### config.mk
export PLATFORM = sky130hd
export DESIGN_NAME = booth_r4_seq_mul
export DESIGN_NICKNAME = d
export VERILOG_FILES = /design/src/rtl/mul_pkg.sv /design/src/rtl/booth_r4_recode.sv /design/src/rtl/booth_r4_seq_mul.sv
export SDC_FILE = /design/constraint.sdc
export NUM_CORES = 1
export LEC_CHECK = 0
export CAP_MARGIN = 20
export CORE_UTILIZATION = 59
export CTS_BUF_LIST = sky130_fd_sc_hd__clkbuf_16
export DETAILED_ROUTE_END_ITERATION = 10
export PLACE_DENSITY = 0.87
export SYNTH_ARGS = -nofsm -noshare
export SYNTH_HDL_FRONTEND = slang
export SYNTH_SLANG_ARGS = --single-unit
### constraint.sdc
create_clock -name clock -period 11.6 [get_ports clock]
set_input_delay 1.16 -clock clock [delete_from_list [all_inputs] [get_ports clock]]
set_output_delay 1.16 -clock clock [all_outputs]
set_load 0.02 [all_outputs]
### src/rtl/mul_pkg.sv
// Shared types for the sequential radix-4 Booth multiplier.
//   state_e     : control FSM state
//   digit_e     : recoded Booth digit in {0, +1, +2, -1, -2}
//   digit_count : number of radix-4 digits (and run cycles) for a given operand width
package mul_pkg;

    typedef enum logic [1:0] {
        StIdle,
        StRun,
        StDone
    } state_e;

    typedef enum logic [2:0] {
        DigZero,
        DigPos1,
        DigPos2,
        DigNeg1,
        DigNeg2
    } digit_e;

    // Operands are extended by two bits so the top digit also covers the sign/zero extension.
    function automatic int unsigned digit_count(input int unsigned width);
        return width / 2 + 1;
    endfunction

endpackage

### src/rtl/booth_r4_recode.sv
// Radix-4 Booth recoder: maps the multiplier bit triplet {q[2i+1], q[2i], q[2i-1]} to a digit.
// Ports:
//   triplet_i : 3-bit multiplier window
//   digit_o   : recoded digit
module booth_r4_recode
    import mul_pkg::*;
(
    input  logic [2:0] triplet_i,
    output digit_e     digit_o
);

    always_comb begin
        digit_o = DigZero;
        unique case (triplet_i)
            3'b001, 3'b010: digit_o = DigPos1;
            3'b011:         digit_o = DigPos2;
            3'b100:         digit_o = DigNeg2;
            3'b101, 3'b110: digit_o = DigNeg1;
            default:        digit_o = DigZero;
        endcase
    end

endmodule

### src/rtl/booth_r4_seq_mul.sv
// Sequential radix-4 Booth multiplier, one recoded digit per clock.
// Ports:
//   clock        : rising-edge clock
//   clear        : synchronous active-high reset
//   start        : request, honoured only while busy is low
//   signed_mode  : 1 = two's-complement operands, 0 = unsigned (latched with operands)
//   multiplicand : operand M
//   multiplier   : operand Q
//   busy         : multiplication in progress
//   done         : one-cycle pulse when product is updated
//   product      : M*Q mod 2^(2*WIDTH), held until the next completion
module booth_r4_seq_mul
    import mul_pkg::*;
#(
    parameter int unsigned WIDTH = 32
) (
    input  logic                 clock,
    input  logic                 clear,
    input  logic                 start,
    input  logic                 signed_mode,
    input  logic [WIDTH-1:0]     multiplicand,
    input  logic [WIDTH-1:0]     multiplier,
    output logic                 busy,
    output logic                 done,
    output logic [2*WIDTH-1:0]   product
);

    localparam int unsigned N    = digit_count(WIDTH);
    localparam int unsigned CntW = $clog2(N);
    localparam int unsigned XW   = WIDTH + 2;
    localparam logic [CntW-1:0] LastCnt = CntW'(N - 1);

    state_e               state_q, state_d;
    logic [CntW-1:0]      cnt_q, cnt_d;
    logic [XW-1:0]        m_q, m_d;
    logic [XW-1:0]        q_q, q_d;
    logic                 qm1_q, qm1_d;
    // Accumulator {hi, lo}: hi takes the digit add, lo collects bits shifted out of hi.
    logic [XW-1:0]        hi_q, hi_d;
    logic [WIDTH-1:0]     lo_q, lo_d;
    logic [2*WIDTH-1:0]   product_q, product_d;

    digit_e               digit;
    logic [XW-1:0]        mag;
    logic                 neg;
    logic [XW-1:0]        sum;

    booth_r4_recode u_recode (
        .triplet_i ({q_q[1:0], qm1_q}),
        .digit_o   (digit)
    );

    // Single add/sub: magnitude selected by the digit, negation as invert plus carry-in.
    // hi + d*M always fits XW signed bits, so modular XW-bit arithmetic is exact.
    always_comb begin
        mag = '0;
        neg = 1'b0;
        unique case (digit)
            DigPos1: mag = m_q;
            DigPos2: mag = {m_q[XW-2:0], 1'b0};
            DigNeg1: begin mag = m_q;                     neg = 1'b1; end
            DigNeg2: begin mag = {m_q[XW-2:0], 1'b0};     neg = 1'b1; end
            default: mag = '0;
        endcase
        sum = hi_q + (mag ^ {XW{neg}}) + XW'(neg);
    end

    always_comb begin
        state_d   = state_q;
        cnt_d     = cnt_q;
        m_d       = m_q;
        q_d       = q_q;
        qm1_d     = qm1_q;
        hi_d      = hi_q;
        lo_d      = lo_q;
        product_d = product_q;

        unique case (state_q)
            StIdle, StDone: begin
                if (start) begin
                    state_d = StRun;
                    m_d     = signed_mode ? {{2{multiplicand[WIDTH-1]}}, multiplicand}
                                          : {2'b00, multiplicand};
                    q_d     = signed_mode ? {{2{multiplier[WIDTH-1]}}, multiplier}
                                          : {2'b00, multiplier};
                    qm1_d   = 1'b0;
                    hi_d    = '0;
                    lo_d    = '0;
                    cnt_d   = '0;
                end else begin
                    state_d = StIdle;
                end
            end
            StRun: begin
                // Arithmetic shift of the accumulator by one radix-4 digit.
                hi_d  = {{2{sum[XW-1]}}, sum[XW-1:2]};
                lo_d  = {sum[1:0], lo_q[WIDTH-1:2]};
                q_d   = {2'b00, q_q[XW-1:2]};
                qm1_d = q_q[1];
                cnt_d = cnt_q + CntW'(1);
                if (cnt_q == LastCnt) begin
                    state_d = StDone;
                    // After N-1 shifts lo holds the low WIDTH bits; the last sum is unshifted.
                    product_d = {sum[WIDTH-1:0], lo_q};
                end
            end
            default: state_d = StIdle;
        endcase
    end

    always_ff @(posedge clock) begin
        if (clear) begin
            state_q   <= StIdle;
            cnt_q     <= '0;
            m_q       <= '0;
            q_q       <= '0;
            qm1_q     <= 1'b0;
            hi_q      <= '0;
            lo_q      <= '0;
            product_q <= '0;
        end else begin
            state_q   <= state_d;
            cnt_q     <= cnt_d;
            m_q       <= m_d;
            q_q       <= q_d;
            qm1_q     <= qm1_d;
            hi_q      <= hi_d;
            lo_q      <= lo_d;
            product_q <= product_d;
        end
    end

    assign busy    = (state_q == StRun);
    assign done    = (state_q == StDone);
    assign product = product_q;

endmodule

==> flow_metrics.py <==
metrics = {
    "pwr": {
        "p_leak_nw": 4.20,
        "comb_power_share_pct": 13.4,
        "p_int_mw": 1.14,
        "switching_share_pct": 26.9,
        "seq_power_share_pct": 46.7,
        "p_clk_share_pct": 39.9,
        "max-vdd-ir-drop_uv": 121,
        "powerDensity_nw_per_um2": 133,
        "power.switching_mw": 0.422,
        "total_power_mw": 1.57,
    },
    "critical_path": {
        "reg2reg_from": "qm1_q",
        "crit_slowest_cell": "nor3_2",
        "regToRegSetupSlack_ns": 7.00,
        "worst-setup-path-type": "register to register",
        "required_ns": 12.05,
        "r2r_cells": 16,
        "critPathMostFrequentCell": "ha_1",
        "cpPeakStageDelay_ns": 0.62,
        "worstPathArrival_ns": 5.04,
        "startpoint_type": "register",
        "r2r-end": "product[57]",
        "cp-end-kind": "register",
        "crit_fanout": 22,
        "crit_chain": "inv_1, ha_1, mux2i_1, nor3_2, buf_4, a22oi_1, xor2_1, ha_1, a21oi_1, o21ai_0, a41oi_4, o311ai_2, nand3b_1, o21a_1, or4_1, nand3_1",
    },
    "synth": {
        "synth_edf_count": 0,
        "yosysTopAreaCellShare_pct": 41.6,
        "yosysSeqAreaShare_pct": 41.6,
        "synth_cells": 1187,
        "synth_flop_cell": "dfxtp_1",
        "synth_cell_types": 76,
        "synth_nets": 1294,
        "synth_area_leader_cell": "dfxtp_1",
        "synthTopCellsByCount": "nand2_1, dfxtp_1, a21oi_1",
        "async_flop_share_pct": 0,
        "synth.most_common_cell": "nand2_1",
        "synthesis.area_um2": 9720,
        "synth_area_per_cell_um2": 8.18,
        "synth-seq-cells": 202,
        "ys_top_cells_by_area": "dfxtp_1, nand2_1, a22oi_1, a21oi_1, ha_1",
        "yosys_warnings": 0,
    },
    "min_path": {
        "hold_end": "product[1]",
        "hold_path.class": "register to register",
        "hold_path_startpoint": "lo_q[1]",
        "min_path_cells": 2,
    },
    "final_layout": {
        "drive_gt1_share_pct": 4.98,
        "syn_to_final_growth_pct": 20.7,
        "antenna_cells": 0,
        "layout.nets": 1378,
        "finalInstanceArea_um2": 11700,
        "final_util_pct": 73.3,
    },
    "floorplan": {
        "io_pins": 134,
        "die_w_um": 130,
        "die_area_um2": 17000,
        "fp.dieH_um": 130,
        "initial_utilization_pct": 60.7,
        "fp-row-count": 46,
        "core_area_um2": 16000,
    },
    "placed_design": {
        "place.gp.congestion": 0.915,
        "port_buffers": 133,
        "dp_hpwl_um": 16700,
        "dpl_cell_area_um2": 11100,
    },
    "clocking": {
        "h-tree-depth": 1,
        "clock-root-buffer": "clkbuf_16",
        "clk_pin_slew_ns": 0.06,
        "cts_resized": 0,
        "cts_sinks": 202,
        "holdBufCountCts": 0,
        "post_cts_buffers": 0,
        "clockBufferDepth": 3,
        "clkLatencyLatePin_ns": 0.51,
        "tritoncts": "done",
        "cts_buffers": 21,
    },
    "timing": {
        "finalHoldViolCount": 0,
        "finalSetupViolCount": 0,
        "rsz0062_at_grt": "no",
        "drv_slew": 0,
        "max_slew_margin_pct": 35.3,
        "final.setup.tns_ns": 0,
        "period_minus_slack_ns": 4.60,
        "fmax_mhz": 218,
        "skew_ns": 0.00799,
        "fin_crit_sh_pct": 39.6,
        "worstMarginPinSlew_ns": 0.971,
    },
    "drt": {
        "dr.pass1.iters": 5,
        "drtIter0Drc": 668,
        "drc": 0,
        "antenna_left": 0,
        "wl_um": 25400,
        "vias_per_cell": 5.98,
        "wl_per_cell_um": 16.9,
        "vias": 8970,
    },
    "global_routing": {
        "grt_first_pass_wirelength_um": 40800,
        "grt-ovfl-total": 0,
        "grt_pass1_vias": 8257,
        "grt.total_usage_pct": 29.9,
        "grt_max_degree": 100,
        "antenna_found_initial": 0,
    },
    "outcome": {
        "status": "complete, no violations",
    },
    "job": {
        "maxCapViolCount": 0,
    },
}
-- cells by family (layout without fill, tap and decap cells) --
| logic type | Yosys count | after routing | synth area share [%] |
|---|---|---|---|
| compound gates | 374 | 374 | 25.5 |
| buf+inv | 102 | 199 | 4.07 |
| flops | 202 | 202 | 41.6 |
| simple gates | 405 | 405 | 17.8 |
| xor+xnor | 61 | 61 | 5.50 |
| mux | 4 | 4 | 0.425 |
| fa+ha+maj | 39 | 39 | 5.10 |
-- area by class of cell --
type                       instances  area, um^2
multi-input combinational        883        5320
inverter                          19        71.3
timing repair buffer             144        1410
clock inverter                    15        92.6
tap                              216         270
sequential                       202        4040
clock buffer                      21         526
fill                            1266        4270
-- critical path, delay by kind of cell (launching register included) --
| kind | cells | cell delay, ns |
|---|---|---|
| AOI/OAI and AO/OA | 6 | 1.39 |
| muxes | 1 | 0.11 |
| xor gates and xnor gates | 1 | 0.17 |
| buffers and inverters | 2 | 0.49 |
| adders and majority gates | 2 | 0.63 |
| and+or+nand+nor | 4 | 1.40 |
| DFF | 1 | 0.34 |
-- power by group through the flow --
stage	sequential, mW	clock, mW	combinational (mW)
6_report	0.731	0.625	0.210
3_5_place_dp	0.745	0	0.206
2_1_floorplan	0.740	0	0.146
3_3_place_gp	0.745	0	0.203
5_1_grt	0.732	0.658	0.230
4_1_cts	0.730	0.634	0.208
-- routing by layer --
layer / global-route usage (%) / up-vias / wire [um]
met5: 0 / - / 0
met4: 6.77 / 0 / 415
met3: 4.63 / 36 / 1520
met2: 51.8 / 306 / 12500
met1: 39.0 / 4265 / 11000
li1: - / 4363 / -
-- layout by cell type (no fill, tap or decap), types with 6 or more instances in the layout --
master             n
a21o_1             8
clkdlybuf4s50_1  132
clkbuf_16         21
a22oi_1          113
xnor2_1           22
a31oi_1            6
xor2_1            39
nor2_1            83
a21oi_1          150
inv_1             20
o21ai_0           26
and3_1             6
nand2_1          237
buf_4             12
ha_1              38
nor3_1            11
clkinv_1           7
o21a_1            10
dfxtp_1          202
o21bai_1           7
nand3_1           16
nand4_1           10
-- registers in the layout, summed over array words and instances, names as in the netlist --
register  count
product      64
q_q          33
qm1_q         1
hi_q         32
cnt_q         5
m_q          33
lo_q         32
state_q       2
-- stage by stage --
step	hold WS (ns)	setup slack [ns]	cells
floorplan	0.432	7.53	1187
global route	0.469	6.62	1500
CTS	0.453	7.09	1500
global placement	0.442	7.25	1464
finish	0.450	7.00	1500
detailed placement	0.444	7.11	1464
-- worst max-delay path by stage --
| stage | from | endpoint | slack [ns] | cells after the start |
|---|---|---|---|---|
| after floorplan | q_q[0] | product[62] | 7.53 | 17 |
| after global routing | q_q[0] | product[57] | 6.62 | 16 |
| final | qm1_q | product[57] | 7.00 | 16 |
| after detailed placement | q_q[0] | product[57] | 7.11 | 16 |
| after CTS | q_q[0] | product[57] | 7.09 | 16 |
| after global placement | q_q[0] | product[59] | 7.25 | 16 |
No activity file was read; power rests on OpenSTA's default activity.
